===== src/rtl/urng_pkg.sv =====
// Shared definitions for the uniform-source sharing controller: LFSR taps,
// lock-up value, FSM state encoding and the single-step LFSR function.
package urng_pkg;

  localparam int LFSR_W = 32;
  localparam int TAP0   = 31;
  localparam int TAP1   = 21;
  localparam int TAP2   = 1;
  localparam int TAP3   = 0;

  // XNOR feedback never leaves the all-ones state, so that seed is refused.
  localparam logic [LFSR_W-1:0] LFSR_LOCKUP = 32'hFFFFFFFF;

  typedef enum logic [1:0] {
    IDLE = 2'd0,
    SEED = 2'd1,
    STEP = 2'd2,
    OUT  = 2'd3
  } state_t;

  function automatic logic [LFSR_W-1:0] lfsr_next(input logic [LFSR_W-1:0] s);
    logic fb;
    fb = ~(s[TAP0] ^ s[TAP1] ^ s[TAP2] ^ s[TAP3]);
    return {s[LFSR_W-2:0], fb};
  endfunction

endpackage


===== src/rtl/lfsr32_step.sv =====
// 32-bit XNOR LFSR register with synchronous load and step enable.
// Load has priority over stepping.
module lfsr32_step
  import urng_pkg::*;
#(
  parameter logic [LFSR_W-1:0] DEFAULT_SEED = 32'h00A98A59
) (
  input  logic              clk,
  input  logic              reset,
  input  logic              en,
  input  logic              load,
  input  logic [LFSR_W-1:0] load_val,
  output logic [LFSR_W-1:0] state
);

  logic [LFSR_W-1:0] r_state;

  always_ff @(posedge clk) begin
    if (reset) begin
      r_state <= DEFAULT_SEED;
    end else if (load) begin
      r_state <= load_val;
    end else if (en) begin
      r_state <= lfsr_next(r_state);
    end
  end

  assign state = r_state;

endmodule


===== src/rtl/urng_share_ctrl.sv =====
// Round-robin arbiter sharing one LFSR among NUM_REQ consumers; each grant
// advances the LFSR STEPS_PER_WORD times and returns the word tagged by ID.
module urng_share_ctrl
  import urng_pkg::*;
#(
  parameter int                NUM_REQ        = 4,
  parameter int                ID_W           = 2,
  parameter int                STEPS_PER_WORD = 32,
  parameter logic [LFSR_W-1:0] DEFAULT_SEED   = 32'h00A98A59
) (
  input  logic               clk,
  input  logic               reset,
  input  logic [NUM_REQ-1:0] req,
  output logic [NUM_REQ-1:0] gnt,
  output logic [LFSR_W-1:0]  rnd_data,
  output logic               rnd_valid,
  output logic [ID_W-1:0]    rnd_id,
  input  logic               seed_load,
  input  logic [LFSR_W-1:0]  seed_value,
  output logic               seed_rejected,
  output logic               busy
);

  localparam int CNT_W = 8;

  state_t              r_state;
  logic [CNT_W-1:0]    r_cnt;
  logic [ID_W-1:0]     r_cur_id;
  logic [ID_W-1:0]     r_rr_last;
  logic [LFSR_W-1:0]   r_seed_reg;
  logic                r_seed_pending;
  logic [NUM_REQ-1:0]  r_gnt;
  logic [LFSR_W-1:0]   r_rnd_data;
  logic                r_rnd_valid;
  logic [ID_W-1:0]     r_rnd_id;
  logic                r_seed_rejected;
  logic                r_busy;

  logic [LFSR_W-1:0]   w_lfsr;
  logic [LFSR_W-1:0]   w_lfsr_nxt;
  logic [LFSR_W-1:0]   w_load_val;
  logic                w_step_en;
  logic                w_load;
  logic [ID_W-1:0]     w_cand [NUM_REQ];
  logic [NUM_REQ-1:0]  w_cand_req;
  logic                w_pick_valid;
  logic [ID_W-1:0]     w_pick_id;

  assign w_step_en  = (r_state == STEP);
  assign w_load     = (r_state == SEED);
  assign w_load_val = (r_seed_reg == LFSR_LOCKUP) ? DEFAULT_SEED : r_seed_reg;
  assign w_lfsr_nxt = lfsr_next(w_lfsr);

  lfsr32_step #(
    .DEFAULT_SEED(DEFAULT_SEED)
  ) u_lfsr (
    .clk      (clk),
    .reset    (reset),
    .en       (w_step_en),
    .load     (w_load),
    .load_val (w_load_val),
    .state    (w_lfsr)
  );

  // Candidate gi is the requester gi+1 places after the last winner.
  for (genvar gi = 0; gi < NUM_REQ; gi++) begin : g_cand
    assign w_cand[gi]     = ID_W'((int'(r_rr_last) + gi + 1) % NUM_REQ);
    assign w_cand_req[gi] = req[w_cand[gi]];
  end

  always_comb begin
    w_pick_valid = 1'b0;
    w_pick_id    = '0;
    for (int k = NUM_REQ - 1; k >= 0; k--) begin
      if (w_cand_req[k]) begin
        w_pick_valid = 1'b1;
        w_pick_id    = w_cand[k];
      end
    end
  end

  always_ff @(posedge clk) begin
    if (reset) begin
      r_state         <= IDLE;
      r_cnt           <= '0;
      r_cur_id        <= '0;
      r_rr_last       <= ID_W'(NUM_REQ - 1);
      r_seed_reg      <= '0;
      r_seed_pending  <= 1'b0;
      r_gnt           <= '0;
      r_rnd_data      <= '0;
      r_rnd_valid     <= 1'b0;
      r_rnd_id        <= '0;
      r_seed_rejected <= 1'b0;
      r_busy          <= 1'b0;
    end else begin
      r_rnd_valid     <= 1'b0;
      r_gnt           <= '0;
      r_seed_rejected <= 1'b0;

      if (seed_load) begin
        r_seed_reg     <= seed_value;
        r_seed_pending <= 1'b1;
      end

      case (r_state)
        IDLE: begin
          if (r_seed_pending) begin
            r_state <= SEED;
            r_busy  <= 1'b1;
          end else if (w_pick_valid) begin
            r_cur_id <= w_pick_id;
            r_cnt    <= CNT_W'(STEPS_PER_WORD - 1);
            r_state  <= STEP;
            r_busy   <= 1'b1;
          end
        end
        SEED: begin
          r_seed_rejected <= (r_seed_reg == LFSR_LOCKUP);
          // A seed arriving in this very cycle stays pending for next time.
          if (!seed_load) begin
            r_seed_pending <= 1'b0;
          end
          r_state <= IDLE;
          r_busy  <= 1'b0;
        end
        STEP: begin
          if (r_cnt == '0) begin
            r_state     <= OUT;
            r_rnd_valid <= 1'b1;
            r_rnd_data  <= w_lfsr_nxt;
            r_rnd_id    <= r_cur_id;
            r_gnt       <= NUM_REQ'(1) << r_cur_id;
          end else begin
            r_cnt <= r_cnt - 1'b1;
          end
        end
        OUT: begin
          r_rr_last <= r_cur_id;
          r_state   <= IDLE;
          r_busy    <= 1'b0;
        end
        default: begin
          r_state <= IDLE;
          r_busy  <= 1'b0;
        end
      endcase
    end
  end

  assign gnt           = r_gnt;
  assign rnd_data      = r_rnd_data;
  assign rnd_valid     = r_rnd_valid;
  assign rnd_id        = r_rnd_id;
  assign seed_rejected = r_seed_rejected;
  assign busy          = r_busy;

endmodule


===== config.mk =====
export PLATFORM = sky130hd
export DESIGN_NAME = urng_share_ctrl
export DESIGN_NICKNAME = d
export VERILOG_FILES = /design/src/rtl/urng_pkg.sv /design/src/rtl/lfsr32_step.sv /design/src/rtl/urng_share_ctrl.sv
export SDC_FILE = /design/constraint.sdc
export NUM_CORES = 1
export LEC_CHECK = 0
export BUFFER_PORTS_ARGS = -buffer_cell sky130_fd_sc_hd__buf_4
export CORE_MARGIN = 2
export CORE_UTILIZATION = 56
export DETAILED_ROUTE_END_ITERATION = 7
export HOLD_SLACK_MARGIN = 0.05
export PLACE_DENSITY = 0.79
export SYNTH_ARGS = -nofsm -noshare
export SYNTH_HDL_FRONTEND = slang
export SYNTH_SLANG_ARGS = --single-unit

===== constraint.sdc =====
create_clock -name clk -period 2.2 [get_ports clk]
set_input_delay 0.33 -clock clk [delete_from_list [all_inputs] [get_ports clk]]
set_output_delay 0.33 -clock clk [all_outputs]
set_load 0.02 [all_outputs]

### After elaboration in Yosys (flattened, before gate mapping)

Index checks and enable logic that the tools add are counted.

| operators by class | value |
|---|---|
| add/subtract/negate cells | 7 |
| multiply operators | 0 |
| div/mod/pow operators | 0 |
| magnitude comparators | 4 |
| equality and inequality tests | 9 |
| shift operators | 1 |
| mux-type cells | 34 |
| bitwise operators | 8 |
| reductions and logical operators | 14 |

Operators with widths:

| operator | number |
|---|---|
| $mux 32 | 3 |
| $eq 32x32->1 const B | 1 |
| $mux 8 | 3 |
| $pmux 8 s2 | 1 |
| $mux 1 | 14 |
| $mux 2 | 7 |
| $lt 2x3->1 const B | 4 |
| $add 2x1->2 const B | 4 |
| $bmux 1 s2 | 4 |
| $logic_not 8->1 | 1 |
| $ne 2x2->1 const B | 4 |
| $sub 8x1->8 const B | 1 |
| $pmux 2 s3 | 1 |
| $reduce_and 2->1 | 3 |
| $reduce_bool 2->1 | 3 |
| $reduce_or 2->1 | 3 |
| $not 1->1 | 5 |
| $add 2x2->2 const B | 2 |
| $eq 2x2->1 const B | 2 |
| $reduce_and 4->1 | 1 |
| $shl 1x2->4 const A | 1 |
| $ne 3x3->1 const B | 1 |
| $reduce_and 3->1 | 1 |
| $reduce_or 3->1 | 1 |
| 4 further kinds | 6 |

| storage, ports and cells | value |
|---|---|
| register bits | 120 |
| latch bits | 0 |
| RAM bits | 0 |
| bits in read-only memories | 0 |
| bits of input ports | 39 |
| logic and storage cells | 90 |
| memories kept | 0 |

### Logic depth before layout (Yosys ltp)

| depth | value |
|---|---|
| depth after elaboration | 11 |
| depth in mapped cells | 8 |
| gate-level depth less buffers | 6 |

### Hierarchy

From an unflattened synthesis, not the netlist that was laid out.

| second synthesis, totals | value |
|---|---|
| cells, all modules | 559 |
| area total of the unflattened synthesis | 5190.0 um^2 |

Modules (own cells, without submodules):

| module | instances | cells an instance | area an instance (um^2) | seq. area each (um^2) |
|---|---|---|---|---|
| urng_share_ctrl | 1 | 417 | 3632.2 | 1761.7 |
| lfsr32_step | 1 | 142 | 1557.7 | 640.6 |

### Least setup slack after synthesis

No wires, ideal clock.

| timing path | value |
|---|---|
| path type | register to register |
| start | register r_cnt[3] |
| end | register r_state[1] |
| library setup time | 0.087 ns |
| arrival | 1.687 ns |
| data required time | 2.113 ns |
| setup slack | 0.426 ns |
| cell stages (with the launch flop) | 5 |
| period minus slack after synthesis | 1.774 ns |
| cells stage by stage | dfxtp_1 -> or4_4 -> o31a_1 -> or4_1 -> o31ai_1 |

| on the way | value |
|---|---|
| cells in the longest elaborated chain, start to end | 3 |

Ends and longest elaborated chain:

| item | line | source |
|---|---|---|
| start, declared | urng_share_ctrl.sv:27 | `logic [CNT_W-1:0] r_cnt;` |
| start signal, assigned | urng_share_ctrl.sv:113 | `r_cnt <= CNT_W'(STEPS_PER_WORD - 1);` |
| start signal, assigned | urng_share_ctrl.sv:135 | `r_cnt <= r_cnt - 1'b1;` |
| $logic_not 8->1 | urng_share_ctrl.sv:128 | `if (r_cnt == '0) begin` |
| $ne 2x2->1 (no line) | n/a |  |
| $reduce_and 2->1 (no line) | n/a |  |
| end signal, assigned | urng_share_ctrl.sv:124 | `r_state <= IDLE;` |
| end signal, assigned | urng_share_ctrl.sv:129 | `r_state <= OUT;` |
| end signal, assigned | urng_share_ctrl.sv:140 | `r_state <= IDLE;` |
| end, declared | urng_share_ctrl.sv:26 | `state_t r_state;` |

No other way between the ends.
A chain may end at the register's enable or synchronous reset.

### Worst setup path in the final report

| timing path | value |
|---|---|
| start | register r_state[1] |
| end | register u_lfsr.r_state[21] (netlist: u_lfsr.state[21]) |

| on the way | value |
|---|---|
| cells in the longest elaborated chain, start to end | 2 |
| elaborated cells between the ends (all ways) | 4 |

Ends and longest elaborated chain:

| item | line | source |
|---|---|---|
| start signal, assigned | urng_share_ctrl.sv:84 | `r_state <= IDLE;` |
| start signal, assigned | urng_share_ctrl.sv:109 | `r_state <= SEED;` |
| start signal, assigned | urng_share_ctrl.sv:114 | `r_state <= STEP;` |
| $eq 2x1->1 or $eq 2x2->1 (tied branches) | urng_share_ctrl.sv:50, urng_share_ctrl.sv:49 |  |
| $mux 32 or $reduce_bool 2->1 (tied branches) | n/a |  |
| end signal, assigned | lfsr32_step.sv:22 | `r_state <= load_val;` |
| end signal, assigned | lfsr32_step.sv:24 | `r_state <= lfsr_next(r_state);` |
| end, declared | lfsr32_step.sv:16 | `logic [LFSR_W-1:0] r_state;` |

Several ways; a longest one is shown, not always the timed one.

==> flow_summary.toml <==
[yosys]
synth_top_area_share = 0.479
ys_async_sr_fraction = 0
synth-simple-area-share = 0.185
synth_top_cell_by_area = "dfxtp_1"
synth_mux_area_frac = 0.0863
synth_nets = 629
synth_compound_area_frac = 0.182
synth.avg_cell_area_sq_um = 8.61
syn_inst = 583
synth_edf_count = 0
synth_top_family_by_area = "simple AND/OR/NAND/NOR gates"
synthesis.area_sq_um = 5020
synthFlopType = "dfxtp_1"
yosysSeqAreaShare = 0.479
synth_fa_ha_area_frac = 0.0175
synth_seq_cells = 120
synth_cell_types = 49
synth-xor-area-share = 0.00524
ys_warn_count = 0
synthTopCellsByArea = "dfxtp_1 48%, mux2i_1 8.2%, nand2_1 6.4%"

[final_layout]
drive_gt1_frac = 0.193
fin_nets = 713
fillers = 630
layout_common_cells = "120 x dfxtp_1, 89 x buf_4, 86 x nand2_1"
diodes = 0
final_common_cell = "dfxtp_1"
fin_cells = 787
area_growth_syn_to_layout_pct = 28.7

[floorplanning]
rows = 34
dieArea_sq_um = 9730
die_x_microns = 98.7
die_h_microns = 98.7
core_sq_um = 8720
io_pins = 80
start_util = 0.575

[sta]
hold_viol_final = 0
fmax_mhz = 495
worst_slack_ns = 0.178
setup_viol = 0
fin_crit_sh = 0.919
worstMarginPinSlew_ns = 0.609
rsz0062_at_grt = "false"
drv_slew = 0
relSlewSlack = 0.593
finClkSkew_ns = 0.0105
setup_tns_ns = 0
period_minus_slack_ns = 2.02

[placed_design]
hpwl_microns = 8620
io_buffers = 79
dp.cells = 741
post-place-ws_ns = 0.261
routabilityCongestion = 0.847

[power]
vdd_drop_max_v = 0.000680
pwr_density_cell_nw_per_um2 = 1320
leakage_nw = 2.62

[setup_path]
endpoint_kind = "register"
start_kind = "register"
worstPathMaxFanout = 17
crit_type = "register to register"
crit_required_ns = 2.57
arrival_ns = 2.39

[clock_network]
h-tree-depth = 4
cts_made_buffers = 17
clkTransAtPathRegs_ns = 0.06
insertion_delay_ns = 0.52
root_buffer = "clkbuf_8"
clkSinkCount = 120
cts_setup_buffers = 0
max-clock-path-buffers = 2
cts_tree = "done"

[drt]
first_pass_iters = 7
wl_per_cell_microns = 16.6
drc = 0
antenna_left = 0
wl_microns = 13100
initialDrtViolationCount = 334
vias = 4620
via_per_inst = 5.87

[run_status]
status = "completed"

[global_route]
grt_pass1_vias = 4527
use_met2 = 0.458
grt_use_total = 0.276
antenna_found_initial = 0
busiest_layer = "met2"
grt_pass1_wl_microns = 21700
use_met1 = 0.351
grt_util_met3 = 0.0574
grt_max_degree = 50
grt_remaining_overflow = 0

[min_path]
hold_class = "primary input to register"

[job]
maxCapViolations = 0
[cell usage after synthesis, drive strengths merged (6+ instances only)]
library cell  instances
a21oi                57
o21ai                26
mux2i                41
inv                  17
a211oi               13
or4                   6
dfxtp               120
nand2                86
nor2                 61
o2bb2ai              11
nand3                14
nand4                 9
ha                    7
clkbuf               36
o211ai               18
[metal layers]
metal	vias to the layer above	routed length, microns
li1	2219	-
met1	2190	5740
met2	183	6280
met3	28	740
met4	0	302
met5	-	0
[logic make-up after synthesis]
logic type,after synthesis
AOI/OAI and AO/OA,145
and+or+nand+nor,205
buffers and inverters,60
muxes,43
adders and majority gates,7
xor gates and xnor gates,3
DFF,120
[worst paths after layout]
kind | slack (ns) | cells past startpoint | end | from
setup / recovery | 0.18 | 5 | u_lfsr.state[21] | r_state[1]
hold / removal | 0.05 | 3 | r_seed_reg[3] | seed_value[3]
setup reg to reg | 0.18 | 5 | u_lfsr.state[21] | r_state[1]
hold reg to reg | 0.45 | 2 | rnd_data[25] | rnd_data[25]
[critical path, cell delays in order, from the launching register on]
cell and delay (ns):
dfxtp_1 0.35, inv_1 0.12, ha_1 0.36, clkinv_1 0.53
o211ai_1 0.38, o211ai_1 0.13
[per-stage QoR]
| step | total power, mW | util | area, sq um | hold slack (ns) |
|---|---|---|---|---|
| after floorplan | 4.87 | - | 5020 | 0.432 |
| after global placement | 5.48 | 0.654 | 5700 | 0.445 |
| after detailed placement | 5.62 | 0.654 | 5700 | 0.450 |
| after CTS | 8.50 | 0.741 | 6460 | 0.0500 |
| after global routing | 8.97 | 0.741 | 6460 | 0.0519 |
| final | 8.52 | 0.741 | 6460 | 0.0489 |
[power breakdown]
group	internal, mW	switching (mW)	total, mW
combinational	1.06	1.53	2.59
sequential	2.68	0.451	3.13
clock	1.87	0.935	2.80
[repair_timing]
action                    4_1_cts  5_1_grt
hold buffers                   15        0
resized for setup               0        0
hold endpoints to repair       15        0
[cell type report]
cell class / instances / area, sq um / share of cell area
inverter: 19 / 71.3 / 0.0110
multi-input combinational: 403 / 2390 / 0.369
timing repair buffer: 106 / 858 / 0.133
clock inverter: 7 / 115 / 0.0178
sequential: 120 / 2400 / 0.372
tap: 108 / 135 / 0.0209
clock buffer: 24 / 490 / 0.0759
(Power assumes the default switching activity.)
